==> src/rtl/mem_loader_pkg.sv <==
// Shared state encoding and default widths for the streaming memory loader.
package mem_loader_pkg;

    localparam int unsigned DEF_DATA_WIDTH = 8;
    localparam int unsigned DEF_ADDR_WIDTH = 8;

    typedef enum logic [1:0] {
        IDLE   = 2'd0,
        LOAD   = 2'd1,
        FINISH = 2'd2
    } state_e;

endpackage

==> src/rtl/loader_checksum.sv <==
// Running modular sum of accepted words, compared against an expected value
// when a load finishes normally. Built only with MEM_LOADER_CHECKSUM_EN.
module loader_checksum #(
    parameter int unsigned DATA_WIDTH = 8
) (
    input  logic                  clock,
    input  logic                  reset_n,
    input  logic                  load_start,
    input  logic [DATA_WIDTH-1:0] expected_in,
    input  logic                  take,
    input  logic [DATA_WIDTH-1:0] take_data,
    input  logic                  abort_evt,
    input  logic                  finish,
    output logic [DATA_WIDTH-1:0] sum,
    output logic                  sum_error
);

    logic [DATA_WIDTH-1:0] expected_q;
    logic                  aborted_q;

    // Aborted loads never raise an error, so remember the abort until the next start.
    always_ff @(posedge clock or negedge reset_n) begin
        if (!reset_n) begin
            expected_q <= '0;
            sum        <= '0;
            sum_error  <= 1'b0;
            aborted_q  <= 1'b0;
        end else begin
            if (load_start) begin
                expected_q <= expected_in;
                sum        <= '0;
                sum_error  <= 1'b0;
                aborted_q  <= 1'b0;
            end
            if (take) begin
                sum <= DATA_WIDTH'(sum + take_data);
            end
            if (abort_evt) begin
                aborted_q <= 1'b1;
            end
            if (finish && !aborted_q) begin
                sum_error <= (sum != expected_q);
            end
        end
    end

endmodule

==> src/rtl/mem_loader.sv <==
// Copies a block of stream words into a single-port RAM at base_addr.
// Optional checksum ports/logic are enabled with MEM_LOADER_CHECKSUM_EN.
module mem_loader
    import mem_loader_pkg::*;
#(
    parameter int unsigned DATA_WIDTH = DEF_DATA_WIDTH,
    parameter int unsigned ADDR_WIDTH = DEF_ADDR_WIDTH,
    parameter int unsigned LEN_WIDTH  = ADDR_WIDTH + 1
) (
    input  logic                  clock,
    input  logic                  reset_n,
    input  logic                  start,
    input  logic [ADDR_WIDTH-1:0] base_addr,
    input  logic [LEN_WIDTH-1:0]  length,
    input  logic                  abort,
    input  logic [DATA_WIDTH-1:0] src_data,
    input  logic                  src_valid,
    output logic                  src_ready,
    output logic [ADDR_WIDTH-1:0] ram_addr,
    output logic [DATA_WIDTH-1:0] ram_wdata,
    output logic                  ram_write,
    output logic                  busy,
    output logic                  done,
`ifdef MEM_LOADER_CHECKSUM_EN
    input  logic [DATA_WIDTH-1:0] expected_sum,
    output logic [DATA_WIDTH-1:0] sum,
    output logic                  sum_error,
`endif
    output logic [LEN_WIDTH-1:0]  count
);

    state_e                state;
    state_e                next_state;
    logic [ADDR_WIDTH-1:0] pointer;
    logic [LEN_WIDTH-1:0]  remaining;
    logic                  handshake;
    logic                  start_acc;

    // Abort wins over a same-cycle handshake by dropping ready.
    assign src_ready = (state == LOAD) && !abort;
    assign handshake = src_valid && src_ready;
    assign start_acc = start && (state == IDLE);

    always_comb begin
        next_state = state;
        case (state)
            IDLE: begin
                if (start) begin
                    next_state = (length == '0) ? FINISH : LOAD;
                end
            end
            LOAD: begin
                if (abort) begin
                    next_state = FINISH;
                end else if (handshake && (remaining == LEN_WIDTH'(1))) begin
                    next_state = FINISH;
                end
            end
            FINISH:  next_state = IDLE;
            default: next_state = IDLE;
        endcase
    end

    // Status flags are registered from next_state so they align with the state.
    always_ff @(posedge clock or negedge reset_n) begin
        if (!reset_n) begin
            state     <= IDLE;
            pointer   <= '0;
            remaining <= '0;
            count     <= '0;
            ram_addr  <= '0;
            ram_wdata <= '0;
            ram_write <= 1'b0;
            busy      <= 1'b0;
            done      <= 1'b0;
        end else begin
            state     <= next_state;
            busy      <= (next_state == LOAD);
            done      <= (next_state == FINISH);
            ram_write <= handshake;
            if (start_acc) begin
                pointer   <= base_addr;
                remaining <= length;
                count     <= '0;
            end
            if (handshake) begin
                ram_addr  <= pointer;
                ram_wdata <= src_data;
                pointer   <= ADDR_WIDTH'(pointer + ADDR_WIDTH'(1));
                count     <= LEN_WIDTH'(count + LEN_WIDTH'(1));
                remaining <= LEN_WIDTH'(remaining - LEN_WIDTH'(1));
            end
        end
    end

`ifdef MEM_LOADER_CHECKSUM_EN
    loader_checksum #(
        .DATA_WIDTH (DATA_WIDTH)
    ) u_checksum (
        .clock       (clock),
        .reset_n     (reset_n),
        .load_start  (start_acc),
        .expected_in (expected_sum),
        .take        (handshake),
        .take_data   (src_data),
        .abort_evt   ((state == LOAD) && abort),
        .finish      (state == FINISH),
        .sum         (sum),
        .sum_error   (sum_error)
    );
`endif

endmodule

==> config.mk <==
export PLATFORM = sky130hd
export DESIGN_NAME = mem_loader
export DESIGN_NICKNAME = d
export VERILOG_FILES = /design/src/rtl/mem_loader_pkg.sv /design/src/rtl/loader_checksum.sv /design/src/rtl/mem_loader.sv
export SDC_FILE = /design/constraint.sdc
export NUM_CORES = 1
export LEC_CHECK = 0
export ABC_AREA = 1
export CORE_MARGIN = 1
export CORE_UTILIZATION = 53
export DETAILED_ROUTE_END_ITERATION = 7
export GPL_ROUTABILITY_DRIVEN = 0
export MAX_ROUTING_LAYER = met4
export PLACE_DENSITY = 0.86
export SLEW_MARGIN = 5
export SYNTH_ARGS = -nofsm -noshare
export SYNTH_HDL_FRONTEND = slang
export SYNTH_HIERARCHICAL = 1
export SYNTH_SLANG_ARGS = --single-unit
==> constraint.sdc <==
create_clock -name clock -period 3.29 [get_ports clock]
set_input_delay 0.658 -clock clock [delete_from_list [all_inputs] [get_ports clock]]
set_output_delay 0.658 -clock clock [all_outputs]
set_load 0.01 [all_outputs]
### After elaboration in Yosys (flattened, before gate mapping)

Cells that the tools add are included.

| word-level totals | value |
|---|---|
| flip-flop bits (word level) | 47 |
| bits of input ports | 30 |
| output and inout port bits | 29 |

| cells by class | value |
|---|---|
| equal/unequal tests | 4 |
| reductions and logical operators | 8 |
| mux-type cells | 11 |
| add/sub/neg operators | 3 |

Operators with widths:

| operator | count |
|---|---|
| $mux 9 | 4 |
| $mux 8 | 2 |
| $add 9x1->9 const B | 1 |
| $eq 9x1->1 const B | 1 |
| $logic_not 9->1 | 1 |
| $sub 9x1->9 const B | 1 |
| $add 8x1->8 const B | 1 |
| $mux 2 | 4 |
| $eq 2x1->1 const B | 2 |
| $logic_and 1x1->1 | 4 |
| $pmux 2 s2 | 1 |
| $eq 2x2->1 const B | 1 |
| $logic_not 2->1 | 1 |
| $reduce_bool 2->1 | 1 |
| $logic_not 1->1 | 1 |

### Depth between registers and ports, before layout

Gate-level depths: netlist of the first run.

| depth | value |
|---|---|
| depth after elaboration | 8 |
| depth in mapped cells | 8 |

### Worst setup path before layout of the first run

No wires, ideal clock.

| timing | value |
|---|---|
| kind | input port to output port |
| start point | input abort |
| end point | output src_ready |
| data required time | 2.632 ns |
| path slack | 1.677 ns |
| stages | 3 |
| path buffers | 0 |
| data arrival time | 0.955 ns |
| path through | inv_1 -> nand3_2 -> inv_1 |

| between the ends | value |
|---|---|
| longest elaborated chain between the ends | 2 |

Ends and longest elaborated chain:

| what | line | source |
|---|---|---|
| start, declared | mem_loader.sv:15 | `input logic abort,` |
| $logic_not 1->1 | mem_loader.sv:40 | `assign src_ready = (state == LOAD) && !abort;` |
| $logic_and 1x1->1 | mem_loader.sv:40 |  |
| end, declared | mem_loader.sv:18 | `output logic src_ready,` |

Every way passes these cells.

### Final worst setup path of the first run

Ends and elaborated chain as after synthesis.

==> run_results.csv, run 1 <==
group,metric,value,unit
sta,drv_slew,0,
detailed_routing,vias,2225,
floorplan,dieArea,4811,sq um
logic_synthesis,yosysTopAreaCellShare,0.4891,
clock_tree,clock_sinks,47,
worst_setup_path,startpoint_type,"primary input",
worst_setup_path,crit_fanout,3,
detailed_routing,ant_nets,0,
logic_synthesis,synth_ff_type,"dfrtp_1",
global_routing,grt_pass1_wl,9.266,mm
clock_tree,numCtsBuffers,5,
floorplan,core,4354,sq um
power,p_leak,1.495,nW
global_routing,grt_max_degree,48,
global_routing,grt_usage,0.2438,
global_routing,antenna_found_initial,0,
logic_synthesis,syn_area,2405,sq um
logic_synthesis,synth.avg_cell_area,7.783,sq um
floorplan,row_count,24,
global_routing,grt.overflow.total,0,
floorplan,ios,59,
clock_tree,h-tree-depth,2,
detailed_routing,topRoutingLayerUsed,"met4",
cells_and_area,stdcell_area,3105,sq um
worst_hold_path,hold_class,"reg2reg",
detailed_routing,dr.pass1.iters,4,
sta,setup_viol,0,
cells_and_area,n_antenna_cell,0,
global_routing,grt_pass1_vias,2152,
logic_synthesis,synth_seq_cells,47,
cells_and_area,drive_gt1_frac,0.05707,
logic_synthesis,yosys_warnings,6,
floorplan,start_util,0.5523,
worst_setup_path,end_kind,"output port",
power,power,2.294,mW
detailed_routing,first_iter_violations,151,
logic_synthesis,synth_fp_nets,343,
sta,fmaxAchievable,386.8,MHz
cells_and_area,syn_to_final_growth,29.14,%
sta,grt_setup_unrepaired,"false",
sta,totalNegativeSetupSlack,0,ns
detailed_routing,routedWlPerCell,12.45,um
status,outcome,"complete, no violations",
place,place_area,3003,sq um
logic_synthesis,synth_top_cell_by_area,"dfrtp_1",
detailed_routing,viasPerCell,5.298,
clock_tree,cts_tree,"done",
clock_tree,postCtsSetupBuffers,0,
place,dp_hpwl,3.768,mm
detailed_routing,wl,5.227,mm
flow_run,max-cap-violations,0,
sta,worst_pin_slew,1.041,ns
sta,finalHoldViolCount,0,
sta,finClkSkew,0.009836,ns
detailed_routing,wl_met2,2.685,mm
logic_synthesis,synthTopCellsByCount,"nand2_1, dfrtp_1, inv_1",
cells_and_area,nFillCells,333,
power,ir_worst_vdd,0.0003775,V
logic_synthesis,synth.most_common_cell,"nand2_1",
cells_and_area,final_core_util,0.7132,
place,dp_slack,0.7307,ns
logic_synthesis,yosysSeqAreaShare,0.4891,
logic_synthesis,async_reset_ff_frac,1.000,
sta,slew_headroom,0.3059,
logic_synthesis,netlist_top_cells_area,"dfrtp_1, nand2_1, nand3_1",
floorplan,fp.dieH,69.36,um
detailed_routing,wl_met1,2.259,mm
detailed_routing,drc_errors,0,
cells_and_area,fin_nets,402,
worst_setup_path,critical_path_required,2.63,ns
clock_tree,cts_resized,0,
sta,period_share,0.7858,
worst_setup_path,path_class,"in2out",
sta,fin_crit,2.585,ns
detailed_routing,dr_wl_met3,224,um
clock_tree,clock_latency,0.30,ns
logic_synthesis,synthCells,309,
clock_tree,clock_path_buffers,2,
power,power_density,738.8,nW/um^2
logic_synthesis,synth_edf_count,0,
worst_setup_path,cp.arrival,1.93,ns
worst_setup_path,ff2ff_path_depth,7,
worst_hold_path,worstHoldPathCells,2,
clock_tree,clk_pin_slew,0.09,ns
floorplan,die_w,69.36,um
logic_synthesis,synth.distinct_cells,25,
clock_tree,cts_hold_buf,0,
clock_tree,root_buffer,"clkbuf_8",
sta,fin_ws,0.7046,ns
place,place.port_buffers,58,
[layout by cell type (no fill, tap or decap)]
cell type          n
nand2_1          106
clkdlybuf4s50_1   57
dfrtp_1           47
inv_1             35
nand3_1           28
nor2_1            26
o21ai_0           19
o211ai_1          10
a21oi_1            5
clkbuf_8           5
ha_1               4
inv_2              3
nand3_2            3
nor3_1             3
nor2_4             2
nand4_1            2
or2_2              2
buf_4              2
nand3_4            1
nand2_2            1
xnor2_1            1
o22ai_1            1
xor2_1             1
o21bai_1           1
bufinv_16          1
clkbuf_1           1
buf_2              1
[flip-flops by register name, indices dropped and copies added, names as in the netlist]
signal	cells
pointer	8
ram_addr	8
ram_wdata	8
ram_write	1
done	1
remaining	9
busy	1
count	9
state	2
[cell type report]
type | count | area (sq um) | area share
clock buffers | 6 | 72.57 | 0.02337
clock inverters | 1 | 30.03 | 0.009670
inverters | 38 | 142.6 | 0.04593
multi-input cells | 216 | 1028 | 0.3312
flip-flops and latches | 47 | 1176 | 0.3787
well taps | 52 | 65.06 | 0.02095
repair buffers | 60 | 590.6 | 0.1902
[per-stage QoR]
| step | hold slack [ns] | std cells |
|---|---|---|
| detailed placement | 0.4659 | 413 |
| floorplan | 0.3624 | 309 |
| CTS | 0.4878 | 420 |
| global route | 0.5151 | 420 |
| finish | 0.4848 | 420 |
| global placement | 0.4612 | 413 |
[worst paths after layout]
path	startpoint	end	slack, ns
max in group asynchronous	reset_n	pointer[7]$_DFFE_PN0P_	2.11
min in group asynchronous	reset_n	ram_addr[3]$_DFFE_PN0P_	0.53
max reg2reg	state[1]$_DFF_PN0_	remaining[6]$_DFFE_PN0P_	1.71
min	ram_addr[5]$_DFFE_PN0P_	ram_addr[5]$_DFFE_PN0P_	0.48
max	abort	src_ready	0.70
min reg2reg	ram_addr[5]$_DFFE_PN0P_	ram_addr[5]$_DFFE_PN0P_	0.48
[where the power goes]
part           total (mW)  switching (mW)  internal [mW]
clock network       0.412           0.189          0.223
logic               0.934           0.500          0.435
registers           0.948           0.151          0.797
total                2.29           0.839           1.46
[metal layers]
layer,vias to the layer above,GRT usage
met3,6,0.04651
li1,1097,-
met5,-,-
met4,0,0.06576
met1,1059,0.2865
met2,63,0.4272
[logic make-up after synthesis]
group                    Yosys count  share of synthesized area
buffers and inverters             46                    0.08325
adder cells (fa/ha/maj)            4                    0.02081
XOR/XNOR                           2                   0.007285
AO/OA/AOI/OAI                     36                    0.08689
AND/OR/NAND/NOR                  174                     0.3127
flip-flops                        47                     0.4891
[critical path, cell delays in order]
cell	delay [ns]
clkdlybuf4s50_1	0.40
inv_1	0.12
nand3_2	0.12
inv_1	0.10
clkdlybuf4s50_1	0.54
Power figures use the tool's default switching activity.
==> inputs of run 2 (changes only) <==
--- a/config.mk
+++ b/config.mk
@@ -7,11 +7,11 @@
 export LEC_CHECK = 0
 export ABC_AREA = 1
 export CORE_MARGIN = 1
-export CORE_UTILIZATION = 53
+export CORE_UTILIZATION = 44
 export DETAILED_ROUTE_END_ITERATION = 7
 export GPL_ROUTABILITY_DRIVEN = 0
 export MAX_ROUTING_LAYER = met4
-export PLACE_DENSITY = 0.86
+export PLACE_DENSITY = 0.76
 export SLEW_MARGIN = 5
 export SYNTH_ARGS = -nofsm -noshare
 export SYNTH_HDL_FRONTEND = slang
==> constraint.sdc (replaced) <==
create_clock -name clock -period 2.3 [get_ports clock]
set_input_delay 0.46 -clock clock [delete_from_list [all_inputs] [get_ports clock]]
set_output_delay 0.46 -clock clock [all_outputs]
set_load 0.01 [all_outputs]
==> run_results.csv, run 2 (synthesis results as in run 1) <==
group,metric,value,unit
status,outcome,"complete, no violations",
clock_tree,h-tree-depth,2,
floorplan,row_count,26,
detailed_routing,vias,2178,
clock_tree,clk_pin_slew,0.09,ns
worst_setup_path,startpoint_type,"primary input",
power,power_density,1067,nW/um^2
clock_tree,root_buffer,"clkbuf_8",
cells_and_area,stdcell_area,3199,sq um
cells_and_area,fin_nets,407,
sta,fin_crit,2.148,ns
cells_and_area,final_cell_mix,"nand2_1, clkdlybuf4s50_1, dfrtp_1",
sta,grt_setup_unrepaired,"false",
detailed_routing,wl,5.331,mm
floorplan,die_w,75.93,um
worst_setup_path,crit_fanout,3,
place,place_area,3063,sq um
sta,setup_viol,0,
cells_and_area,nFillCells,460,
sta,slew_headroom,0.6484,
clock_tree,cts_hold_buf,0,
detailed_routing,ant_nets,0,
sta,fmaxAchievable,465.6,MHz
global_routing,antenna_found_initial,0,
sta,worst_pin_slew,0.5269,ns
clock_tree,cts_tree,"done",
clock_tree,postCtsSetupBuffers,0,
detailed_routing,routedWlPerCell,12.01,um
cells_and_area,final_common_cell,"nand2_1",
worst_setup_path,cp.arrival,1.69,ns
cells_and_area,drive_gt1_frac,0.07487,
floorplan,dieArea,5765,sq um
detailed_routing,drc_errors,0,
clock_tree,clock_sinks,47,
cells_and_area,top_regs,"count: 9 flops, remaining: 9 flops",
global_routing,grt_pass1_vias,2197,
detailed_routing,viasPerCell,4.905,
clock_tree,numCtsBuffers,5,
global_routing,grt.overflow.total,0,
floorplan,fp.dieH,75.93,um
floorplan,start_util,0.4649,
sta,finClkSkew,0.006256,ns
cells_and_area,n_antenna_cell,0,
worst_setup_path,path_class,"in2out",
worst_setup_path,critical_path_required,1.84,ns
detailed_routing,first_iter_violations,120,
global_routing,grt_max_degree,23,
place,dp_slack,0.1478,ns
global_routing,grt_pass1_wl,9.611,mm
sta,fin_ws,0.1524,ns
sta,totalNegativeSetupSlack,0,ns
sta,finalHoldViolCount,0,
clock_tree,cts_resized,0,
cells_and_area,syn_to_final_growth,33.04,%
sta,period_share,0.9337,
power,p_leak,1.533,nW
clock_tree,clock_latency,0.30,ns
power,ir_worst_vdd,0.0005807,V
global_routing,grt_usage,0.2115,
worst_hold_path,hold_class,"in2async",
detailed_routing,dr.pass1.iters,5,
floorplan,ios,59,
flow_run,max-cap-violations,0,
floorplan,core,5172,sq um
worst_setup_path,end_kind,"output port",
clock_tree,clock_path_buffers,2,
power,power,3.413,mW
place,place.port_buffers,58,
sta,drv_slew,0,
place,dp_hpwl,3.922,mm
worst_setup_path,ff2ff_setup_slack,0.85,ns
## run 2: final cells by class
type / instances / area, sq um / share of cell area
Clock buffer: 5 / 68.82 / 0.02151
Clock inverter: 3 / 67.56 / 0.02112
Inverter: 38 / 142.6 / 0.04458
Multi-Input combinational cell: 216 / 1028 / 0.3215
Sequential cell: 47 / 1176 / 0.3676
Tap cell: 70 / 87.58 / 0.02738
Timing Repair Buffer: 65 / 628.1 / 0.1963
## run 2: routing by layer
layer  vias up  track usage  wire length, um
li1       1106            -                -
met1       992       0.2704             2441
met2        73       0.3409             2498
met3         7      0.04337              335
met4         0      0.06154               57
met5         -            -                0
## run 2: final timing paths
kind                       cells past startpoint                       end               startpoint
max                                            5                 src_ready                    abort
min                                            1  ram_wdata[4]$_DFFE_PN0P_                  reset_n
max reg2reg                                    7      count[6]$_DFFE_PN0P_       state[1]$_DFF_PN0_
min reg2reg                                    2   ram_addr[0]$_DFFE_PN0P_  ram_addr[0]$_DFFE_PN0P_
max in group asynchronous                      2    pointer[3]$_DFFE_PN0P_                  reset_n
min in group clock                             2   ram_addr[0]$_DFFE_PN0P_  ram_addr[0]$_DFFE_PN0P_
## run 2: power by group
part	internal, mW	switching, mW
sequential	1.14	0.221
clock	0.433	0.281
combinational	0.631	0.707
total	2.21	1.21
## run 2: through the flow
stage          hold WS (ns)    util  instances
6_report            0.04339  0.6185        444
5_1_grt             0.05196  0.6185        444
4_1_cts             0.04152  0.6185        444
3_5_place_dp         0.3821  0.5922        436
3_3_place_gp         0.3791  0.5922        436
2_1_floorplan        0.1644       -        309
## run 2: worst max-delay path: stages
cell	delay, ns
clkdlybuf4s50_1	0.40
inv_1	0.11
nand3_2	0.11
inv_1	0.09
clkdlybuf4s50_1	0.53
